[config.mk]
export PLATFORM = sky130hd
export DESIGN_NAME = kmeans_pass_ctrl
export DESIGN_NICKNAME = d
export VERILOG_FILES = /design/src/rtl/kmeans_pass_ctrl.sv
export SDC_FILE = /design/constraint.sdc
export NUM_CORES = 1
export LEC_CHECK = 0
export CAP_MARGIN = 20
export CORE_ASPECT_RATIO = 1.2
export CORE_MARGIN = 4
export CORE_UTILIZATION = 51
export CTS_CLUSTER_SIZE = 14
export DETAILED_ROUTE_END_ITERATION = 6
export PLACE_DENSITY = 0.8
export SYNTH_ARGS = -nofsm -noshare
export SYNTH_HDL_FRONTEND = slang
export SYNTH_SLANG_ARGS = --single-unit
[constraint.sdc]
create_clock -name clk -period 3.1 [get_ports clk]
set_input_delay 0.465 -clock clk [delete_from_list [all_inputs] [get_ports clk]]
set_output_delay 0.465 -clock clk [all_outputs]
set_load 0.02 [all_outputs]
[src/rtl/kmeans_pass_ctrl.sv]
// rtl/kmeans_pass_ctrl.sv - k-means load/sweep sequencer and point SRAM port scheduler
// Optional iteration limit and timeout reporting enabled by `define KMEANS_ITER_LIMIT_EN.
module kmeans_pass_ctrl #(
  parameter int DATA_SIZE = 4096,
  parameter int ADDR_W    = 12,
  parameter int RD_LAT    = 2,
  parameter int MAX_ITER  = 16
) (
  input  logic              clk,
  input  logic              rst_n,
  input  logic              clr,
  input  logic              load_valid,
  input  logic [15:0]       load_data,
  input  logic              upd_ack,
  input  logic              upd_conv,
  output logic [ADDR_W-1:0] mem_a,
  output logic [15:0]       mem_di,
  output logic              mem_web,
  output logic              rd_valid,
  output logic              rd_last,
  output logic              sweep_done,
  output logic [7:0]        iter_cnt,
  output logic              done,
  output logic              timeout,
  output logic              busy
);

  localparam logic [2:0] S_IDLE     = 3'd0;
  localparam logic [2:0] S_LOAD     = 3'd1;
  localparam logic [2:0] S_SWEEP    = 3'd2;
  localparam logic [2:0] S_DRAIN    = 3'd3;
  localparam logic [2:0] S_WAIT_UPD = 3'd4;
  localparam logic [2:0] S_FINISH   = 3'd5;

  localparam logic [ADDR_W-1:0] LAST_ADDR  = ADDR_W'(DATA_SIZE - 1);
  localparam logic [ADDR_W-1:0] ADDR_ONE   = ADDR_W'(1);
  localparam logic [7:0]        ITER_LIMIT = 8'(MAX_ITER);

  logic [2:0]        state;
  logic [ADDR_W-1:0] addr_cnt;
  logic              iss_v;
  logic              iss_l;
  logic [RD_LAT-1:0] pipe_v;
  logic [RD_LAT-1:0] pipe_l;
  logic              stop_lim;
  logic              limit_en;

  logic [7:0]        iter_nxt;
  logic              limit_hit;
  logic              upd_stop;
  logic              issue_en;
  logic [ADDR_W-1:0] issue_addr;
  logic              issue_last;

`ifdef KMEANS_ITER_LIMIT_EN
  assign limit_en = 1'b1;
`else
  assign limit_en = 1'b0;
`endif

  // A sweep restart issues address 0 straight from WAIT_UPD so it lands on mem_a one cycle after upd_ack.
  always_comb begin
    iter_nxt   = (iter_cnt == 8'hFF) ? 8'hFF : iter_cnt + 8'd1;
    limit_hit  = limit_en && (iter_nxt == ITER_LIMIT);
    upd_stop   = upd_conv || limit_hit;
    issue_en   = !clr && ((state == S_SWEEP) ||
                          (state == S_WAIT_UPD && upd_ack && !upd_stop));
    issue_addr = (state == S_SWEEP) ? addr_cnt : '0;
    issue_last = (issue_addr == LAST_ADDR);
  end

  assign rd_valid = pipe_v[RD_LAT-1];
  assign rd_last  = pipe_l[RD_LAT-1];
  assign busy     = (state != S_IDLE) || done;

  // Tag pipeline: iss_* aligns with mem_a, then RD_LAT stages to the datapath.
  always_ff @(posedge clk or negedge rst_n) begin
    if (!rst_n) begin
      iss_v  <= 1'b0;
      iss_l  <= 1'b0;
      pipe_v <= '0;
      pipe_l <= '0;
    end else if (clr) begin
      iss_v  <= 1'b0;
      iss_l  <= 1'b0;
      pipe_v <= '0;
      pipe_l <= '0;
    end else begin
      iss_v     <= issue_en;
      iss_l     <= issue_en && issue_last;
      pipe_v[0] <= iss_v;
      pipe_l[0] <= iss_l;
      for (int i = 1; i < RD_LAT; i++) begin
        pipe_v[i] <= pipe_v[i-1];
        pipe_l[i] <= pipe_l[i-1];
      end
    end
  end

  always_ff @(posedge clk or negedge rst_n) begin
    if (!rst_n) begin
      state      <= S_IDLE;
      addr_cnt   <= '0;
      mem_a      <= '0;
      mem_di     <= '0;
      mem_web    <= 1'b1;
      sweep_done <= 1'b0;
      done       <= 1'b0;
      timeout    <= 1'b0;
      iter_cnt   <= '0;
      stop_lim   <= 1'b0;
    end else begin
      mem_web    <= 1'b1;
      sweep_done <= 1'b0;
      done       <= 1'b0;
      if (clr) begin
        state <= S_IDLE;
      end else begin
        case (state)
          S_IDLE: begin
            if (load_valid) begin
              mem_a    <= '0;
              mem_di   <= load_data;
              mem_web  <= 1'b0;
              iter_cnt <= '0;
              timeout  <= 1'b0;
              if (LAST_ADDR == '0) begin
                addr_cnt <= '0;
                state    <= S_SWEEP;
              end else begin
                addr_cnt <= ADDR_ONE;
                state    <= S_LOAD;
              end
            end
          end
          S_LOAD: begin
            if (load_valid) begin
              mem_a   <= addr_cnt;
              mem_di  <= load_data;
              mem_web <= 1'b0;
              // Terminal count is compared, never detected by wrap, so DATA_SIZE == 2^ADDR_W works.
              if (addr_cnt == LAST_ADDR) begin
                addr_cnt <= '0;
                state    <= S_SWEEP;
              end else begin
                addr_cnt <= addr_cnt + ADDR_ONE;
              end
            end
          end
          S_SWEEP: begin
            mem_a    <= issue_addr;
            addr_cnt <= issue_addr + ADDR_ONE;
            if (issue_last) state <= S_DRAIN;
          end
          S_DRAIN: begin
            if (rd_last) begin
              sweep_done <= 1'b1;
              state      <= S_WAIT_UPD;
            end
          end
          S_WAIT_UPD: begin
            if (upd_ack) begin
              iter_cnt <= iter_nxt;
              stop_lim <= limit_hit && !upd_conv;
              if (upd_stop) begin
                state <= S_FINISH;
              end else begin
                mem_a    <= issue_addr;
                addr_cnt <= issue_addr + ADDR_ONE;
                state    <= issue_last ? S_DRAIN : S_SWEEP;
              end
            end
          end
          S_FINISH: begin
            done    <= 1'b1;
            timeout <= stop_lim;
            state   <= S_IDLE;
          end
          default: state <= S_IDLE;
        endcase
      end
    end
  end

endmodule
After elaboration in Yosys (flattened, before gate mapping)
Index checks and enable logic that the tools add are counted.

operators by class
  bitwise gates (word level) = 1
  add/sub/neg operators = 3
  multipliers = 0
  equality and inequality tests = 18
  magnitude comparators = 0
  reductions and logical operators = 19
  multiplexer cells = 40
  divide/modulo/power cells = 0
  shifts and indexed selects = 0

operators by type and width
  operator                 number
  $mux W12                 10
  $pmux W12 S4             2
  $add A12 B1 Y12 const B  2
  $eq A12 B12 Y1 const B   2
  $mux W3                  8
  $mux W8                  3
  $ne A3 B3 Y1 const B     6
  $pmux W8 S2              1
  $pmux W3 S5              1
  $mux W1                  12
  $reduce_and A6 Y1        2
  $add A8 B1 Y8 const B    1
  $eq A8 B8 Y1 const B     1
  $ne A2 B2 Y1 const B     4
  $eq A3 B2 Y1 const B     2
  $eq A3 B3 Y1 const B     2
  $reduce_and A3 Y1        2
  $logic_and A1 B1 Y1      4
  $mux W2                  2
  $reduce_and A4 Y1        1
  $reduce_bool A2 Y1       2
  $reduce_bool A4 Y1       1
  $eq A3 B1 Y1 const B     1
  $logic_not A3 Y1         1
  6 further kinds          8

storage, ports and cells
  output and inout bits = 43
  input bits = 22
  bits in latches = 0
  word-level logic and storage cells = 94
  register bits after elaboration = 61
  bits in writable memories = 0
  memories = 0
  ROM bits = 0

Depth between registers and ports, before layout
Gate-level depths: netlist of run 1.

  word-level depth = 8
  mapped depth = 9

Least setup slack after synthesis of run 1
Ideal clock, no wire load.

  path type = register to register
  start = register state[0]
  end = register state[0]
  stages on the path, launching flop included = 10
  data arrival time = 2.104 ns
  required time = 3.021 ns
  library setup time = 0.079 ns
  slack = 0.916 ns
  period minus slack after synthesis = 2.184 ns
  buffers on the path = 2
  cell sequence = dfrtp_1 buf_6 nor3b_2 and2_1 ha_1 and3_1 clkbuf_1 a31oi_1 a311oi_1 mux2i_1

between the ends
  word-level cells in the longest chain between the ends = 8
  elaborated cells on any way between the ends = 19
  classes of those cells = eq/ne (11); mux (6); reduce/logical (2)

RTL lines
  item                    RTL line  source
  start, declared         39        logic [2:0] state;
  start signal, assigned  170       state <= issue_last ? S_DRAIN : S_SWEEP;
  $eq A3 B2 Y1            68, 119
  $mux W12                68        issue_addr = (state == S_SWEEP) ? addr_cnt : '0;
  $eq A12 B12 Y1          69        issue_last = (issue_addr == LAST_ADDR);
  $mux W1                 170
  $mux W3                 165       if (upd_stop) begin
  $mux W3                 162       if (upd_ack) begin
  $pmux W3 S5             119       case (state)
  $mux W3                 116       if (clr) begin

Several ways; a longest one is shown, not always the timed one. The select of a mux whose other input is x is not followed.
A chain may end at the register's enable or synchronous reset.

Worst setup path in the final report of run 1
  start = register state[2]
  end = register state[0]

Same word-level chain as after synthesis.

==> results of run 1 <==
stage by stage:
step / total power [mW] / worst slack, ps / hold WS (ps) / cell area [sq um]
2_1_floorplan: 1.23 / 916 / 169 / 3080
3_3_place_gp: 1.41 / 559 / 444 / 3710
3_5_place_dp: 1.43 / 511 / 452 / 3710
4_1_cts: 2.19 / 433 / 301 / 3930
5_1_grt: 2.29 / 193 / 350 / 3930
6_report: 2.17 / 418 / 273 / 3930
metal layers:
layer	up-vias	part of all wire [%]	track usage, %
li1	1291	-	-
met4	0	1.5	7.59
met5	-	0	0
met3	12	7.1	5.30
met2	117	48	33.7
met1	1284	43	28.1
power groups by stage:
| stage | clock network [mW] | registers [mW] | logic [mW] |
|---|---|---|---|
| after CTS | 0.781 | 0.915 | 0.499 |
| after floorplan | 0 | 0.975 | 0.253 |
| after global routing | 0.822 | 0.928 | 0.537 |
| final | 0.762 | 0.915 | 0.494 |
| after global placement | 0 | 0.927 | 0.484 |
| after detailed placement | 0 | 0.930 | 0.495 |
registers in the layout, indices dropped and copies added (netlist names):
register and flops:
sweep_done 1, mem_di 16, pipe_v 2, iss_l 1, state 3, addr_cnt 12
iter_cnt 8, pipe_l 2, done 1, mem_a 12, iss_v 1, mem_web 1
cell usage in the layout, fill, tap and decap left out, types with 6 or more instances in the layout:
| cell type | count |
|---|---|
| dfrtp_1 | 59 |
| o31ai_1 | 10 |
| a21oi_1 | 12 |
| buf_4 | 6 |
| inv_1 | 10 |
| clkbuf_8 | 9 |
| a31oi_1 | 10 |
| nor2b_1 | 7 |
| nand3_1 | 21 |
| o21ai_0 | 17 |
| nand2_1 | 74 |
| clkdlybuf4s50_1 | 62 |
| and3_1 | 6 |
| o22ai_1 | 7 |
worst max-delay path: stages, from the launching register on:
cell and delay (ps):
dfrtp_1 560, nor3b_2 560, and2_1 210, ha_1 220, and3_1 330, a31oi_1 130
a311oi_1 340, mux2i_1 240
worst paths after layout:
kind,startpoint,endpoint,slack [ps],cells past startpoint
worst max-delay path,state[2]$_DFFE_PN0P_,state[0]$_DFFE_PN0P_,420,7
worst min-delay path,rst_n,iter_cnt[5]$_DFFE_PN0P_,270,1
worst max register to register,state[2]$_DFFE_PN0P_,state[0]$_DFFE_PN0P_,420,7
worst min register to register,mem_a[0]$_DFFE_PN0P_,mem_a[0]$_DFFE_PN0P_,470,2
max in group asynchronous,rst_n,addr_cnt[1]$_DFFE_PN0P_,2040,2
min in group clk,mem_a[0]$_DFFE_PN0P_,mem_a[0]$_DFFE_PN0P_,470,2
final cells by class:
class / instances / area (sq um)
flip-flops and latches: 60 / 1500
repair buffers: 69 / 671
well taps: 80 / 100
inverters: 11 / 41.3
fillers: 471 / 1810
clock inverters: 7 / 91.3
multi-input cells: 236 / 1400
clock buffers: 9 / 124
cells by family (layout without fill, tap and decap cells):
kind of cell               after synthesis  count (layout)  share of synthesized area [%]
other                                    1               1                          0.122
adders and majority gates                3               3                           1.22
xor gates and xnor gates                 2               2                          0.569
muxes                                    1               1                          0.325
buffers and inverters                   34              96                           5.69
and+or+nand+nor                        151             151                           25.6
AOI/OAI and AO/OA                       78              78                           17.7
DFF                                     60              60                           48.8
==> results.md, run 1 <==
- Sequential element share of the synthesized area: 48.8%
- Status: complete, no violations
- Layout net count: between 400 and 500
- DRT Wirelength: a little over 7000 microns
- Vias in the first global route: roughly 2.6k
- Tmin final: ~2700 ps
- Core Rows: 30
- Hold Violations, Final: 0
- Clock Latency Late Sink: 340 ps
- Pins Over Slew Limit: 0
- Combinational share of power: roughly 23%
- Clock power share: around a third
- Die width: about 80 microns
- Seq cells post-synth: 60
- Post-DR wirelength/cell: 15.4 microns
- Number of I/O port buffers: 63
- Max frequency: 373 MHz
- Dpl cells: 456
- Syn_nets: around 360
- Seq pwr share: between 40% and 50%
- Clock transition at path regs: roughly 70 ps
- CP Class: reg2reg
- Clock Skew: between 6 and 7 ps
- Ports: 65
- Hpwl dp: roughly 5000 microns
- Slew HR: a little under two fifths
- GP Congestion: just under 0.9
- Initial antenna violation count: 0
- Antenna cells: 0
- Post-synthesis cell type count: 61
- WP data arrival: ~2900 ps
- CP Max Fanout: 17
- Mapped Area: ~0.0031 sq mm
- Sw Share: a little under a third
- Worst vdd ir: between 0.5 and 0.6 mV
- Area of the die: around 0.0073 sq mm
- Drt drc: 0
- Postcts setup bufs: 0
- Post-route insts no fill: 472
- Largest net degree at the start of global routing: 44
- Routed via count: 2704
- H-tree level count: 3
- RSZ-0062 raised after global routing: false
- Post-Synthesis Cells: 330
- Final period utilization: between 80% and 90%
- Pwr Density: approximately 550 mW/mm^2
- CTS Sinks: 60
- Post-synth EDFFs: 0
- Initial core utilization: approximately 54%
- Vias/cell: 5.73
- First-pass GRT wire length: between 10000 and 15000 microns
- Final Setup Violations: 0
- Area leader, netlist: dfrtp_1
- Area grow syn2layout: 27.7%
- Count of hold-fix buffers inserted at cts: 0
- Max Cap Violations: 0
- First DRT Iteration DRCs: 163
- Setup TNS: 0 ps
- Avg Inst Size Synth: 9.32 sq um
- Yosys warns: 0
- Worst Tran Pin Value: ~940 ps
- Critical Path RT: between 3000 and 4000 ps
- Core Region: ~0.0057 sq mm
- Total gr overflow: 0
- Max Root-Sink Buffers: 2
- Count leader, synth: nand2_1
- Area share of the largest cell type after synthesis: 48.0%
- Cell internal pwr: approximately 1.5 mW
- Fin util: just under 70%
- Leakage: 1.70 nW
- Psw: 0.652 mW
- Main area contributors after synthesis: dfrtp_1, nand2_1, nand3_1, o21ai_0, o31ai_1
- Ys flop type: dfrtp_1
- CTS tree: done
- 1st-pass router iterations: 6
- Overall routing resource usage: 21.2%
- Startpoint types: register
- CTS buffer count: 9
- Setup crit end kind: register
- ANT nets after route: 0
- CTS-repair resized insts: 0
- Ys async rst share: between 90% and 100%
- Hold WC Path Type: in2async
- Commonest cells post-synth: nand2_1, dfrtp_1, nand3_1
- CTS Root Cell: clkbuf_8
- Fraction of layout cells with a size suffix above 1: 9.69%
- DIE HEIGHT: a little over 90 microns
Power figures use the tool's default switching activity.
==> run 2, diff against run 1 <==
--- a/config.mk
+++ b/config.mk
@@ -7,11 +7,11 @@
 export LEC_CHECK = 0
 export CAP_MARGIN = 20
 export CORE_ASPECT_RATIO = 1.2
-export CORE_MARGIN = 4
 export CORE_UTILIZATION = 51
 export CTS_CLUSTER_SIZE = 14
 export DETAILED_ROUTE_END_ITERATION = 6
 export PLACE_DENSITY = 0.8
+export SLEW_MARGIN = 30
 export SYNTH_ARGS = -nofsm -noshare
 export SYNTH_HDL_FRONTEND = slang
 export SYNTH_SLANG_ARGS = --single-unit
==> run 2 against run 1 <==
Sequential power hardly changed. Total power rose by 1.2%. Combinational power is essentially flat. Largest cell class unchanged. Highest routed layer unchanged.
==> results.md, run 2 (synthesized netlist as in run 1, its figures left out) <==
- Status: complete, no violations
- Pins Over Slew Limit: 0 (unchanged)
- GP Congestion: 0.919 (+3.4%)
- Sw Share: 30.4% (+0.39 points)
- Pwr Density: 556 mW/mm^2 (+0.62%)
- Fin util: 68.8% (+0.39 points)
- Hpwl dp: 4690 microns (-6.6%)
- CTS Root Cell: clkbuf_8
- Register Area: 0.00150 sq mm (unchanged)
- DIE HEIGHT: 87.1 microns (-6.4%)
- WP data arrival: 1990 ps (-950 ps)
- CP Max Fanout: 18 (+1)
- Fraction of layout cells with a size suffix above 1: 10.2% (+0.46 points)
- Biggest registers after layout: mem_di: 16 flops, addr_cnt: 12 flops, mem_a: 12 flops
- Area grow syn2layout: 28.4%
- Largest net degree at the start of global routing: 37 (-16%)
- CTS Sinks: 60 (unchanged)
- Clock transition at path regs: 70 ps (about the same)
- Footprint of the multi-input gates: 0.00140 sq mm (unchanged)
- Final Setup Violations: 0 (unchanged)
- Ports: 65 (unchanged)
- Startpoint types: register
- Commonest non-fill, non-tap cell in the layout: nand2_1
- Setup TNS: 0 ps (unchanged)
- CTS-repair resized insts: 0 (unchanged)
- Critical Path RT: 2630 ps (-730 ps)
- Tmin final: 2460 ps (-222 ps)
- Die width: 72.9 microns (-7.6%)
- Hold Violations, Final: 0 (unchanged)
- Leakage: 1.72 nW (+0.70%)
- Combinational share of power: 22.5% (-0.3 points)
- Antenna cells: 0 (unchanged)
- Hold WC Path Type: in2async
- CTS buffer count: 9 (unchanged)
- Largest register FFs: 16 (unchanged)
- Slew HR: 45.9% (+8.4 points)
- Core Region: 0.00574 sq mm (unchanged)
- Max Root-Sink Buffers: 2 (unchanged)
- Core Rows: 30 (unchanged)
- Number of I/O port buffers: 63 (unchanged)
- Max frequency: 407 MHz (+9.0%)
- Overall routing resource usage: 23.9% (+2.7 points)
- Clock Latency Late Sink: 340 ps (about the same)
- Layout net count: 414 (+0.49%)
- Initial antenna violation count: 0 (unchanged)
- Vias/cell: 5.55 (-3.1%)
- Worst Tran Pin Value: 804 ps (-133 ps)
- RSZ-0062 raised after global routing: false
- Cell internal pwr: 1.53 mW (+0.63%)
- Clock power share: 35.9% (+0.8 points)
- Commonest cells after routing, fill and taps aside: nand2_1, clkdlybuf4s50_1, dfrtp_1
- DRT Wirelength: 6790 microns (-6.3%)
- Count of hold-fix buffers inserted at cts: 0 (unchanged)
- Drt drc: 0 (unchanged)
- Routed via count: 2630 (-2.7%)
- CTS tree: done
- Post-DR wirelength/cell: 14.3 microns (-6.7%)
- Area of the die: 0.00635 sq mm (-14%)
- Max Cap Violations: 0 (unchanged)
- 1st-pass router iterations: 4 (-2)
- Post-route insts no fill: 474 (+0.42%)
- ANT nets after route: 0 (unchanged)
- Seq pwr share: 41.6% (-0.5 points)
- Postcts setup bufs: 0 (unchanged)
- Most flop-heavy register: mem_di
- Setup crit end kind: output port
- First-pass GRT wire length: 11500 microns (-7.1%)
- Initial core utilization: 53.6% (unchanged)
- Total gr overflow: 0 (unchanged)
- Vias in the first global route: 2523 (-3.7%)
- Clock Skew: 7.55 ps (+0.718 ps)
- Psw: 0.669 mW (+2.5%)
- Worst vdd ir: 0.414 mV (-23%)
- First DRT Iteration DRCs: 150 (-8.0%)
- Dpl cells: 458 (+0.44%)
- Final period utilization: 79.3% (-7.2 points)
- H-tree level count: 3 (unchanged)
- Fillers: 470 (-0.21%)
- CP Class: reg2out
==> run 2: changes by cell type in the layout (fill, tap and decap cells not counted), sizes merged <==
cell	previous run	this run
buf	7	9
clkinv	4	2
inv	11	13
==> run 2: critical path, stage by stage (launching register included) <==
cell	delay, ps
dfrtp_1	390
buf_4	200
or4_1	520
clkdlybuf4s50_1	550
==> run 2: layout make-up <==
cell class | count | area share [%]
timing repair buffer | 71 | 17.4
multi-input combinational | 236 | 35.4
clock buffer | 9 | 3.13
inverter | 11 | 1.04
sequential | 60 | 38.0
clock inverter | 7 | 2.50
tap | 80 | 2.53
==> run 2: power by group through the flow <==
| stage | sequential [mW] | combinational, mW | clock, mW |
|---|---|---|---|
| after floorplan | 0.975 | 0.253 | 0 |
| after global placement | 0.924 | 0.488 | 0 |
| after detailed placement | 0.928 | 0.496 | 0 |
| after CTS | 0.913 | 0.498 | 0.802 |
| after global routing | 0.923 | 0.545 | 0.833 |
| final | 0.913 | 0.495 | 0.789 |
==> run 2: routing by layer <==
| layer | part of all wire, % | track usage, % | up-vias |
|---|---|---|---|
| li1 | - | - | 1296 |
| met1 | 44 | 30.1 | 1245 |
| met2 | 50 | 39.3 | 81 |
| met3 | 4.9 | 4.17 | 8 |
| met4 | 1.6 | 12.3 | 0 |
| met5 | 0 | 0 | - |
==> run 2: through the flow <==
stage / total power [mW] / setup slack [ps] / instance area, sq um / hold WS [ps]
after global placement: 1.41 / 767 / 3730 / 445
after global routing: 2.30 / 558 / 3950 / 130
after floorplan: 1.23 / 916 / 3080 / 169
after CTS: 2.21 / 619 / 3950 / 112
after detailed placement: 1.42 / 681 / 3730 / 450
final: 2.20 / 640 / 3950 / 93.5
==> run 2: worst paths after layout <==
path / slack [ps] / startpoint / depth (start not counted) / to
worst max-delay path: 640 / state[0]$_DFFE_PN0P_ / 3 / busy
worst min-delay path: 90 / rst_n / 1 / iter_cnt[3]$_DFFE_PN0P_
worst max register to register: 900 / state[0]$_DFFE_PN0P_ / 5 / addr_cnt[7]$_DFFE_PN0P_
worst min register to register: 470 / iss_v$_DFF_PN0_ / 1 / pipe_v[0]$_DFF_PN0_
max in group asynchronous: 2130 / rst_n / 2 / mem_web$_DFF_PN1_
min in group clk: 470 / iss_v$_DFF_PN0_ / 1 / pipe_v[0]$_DFF_PN0_
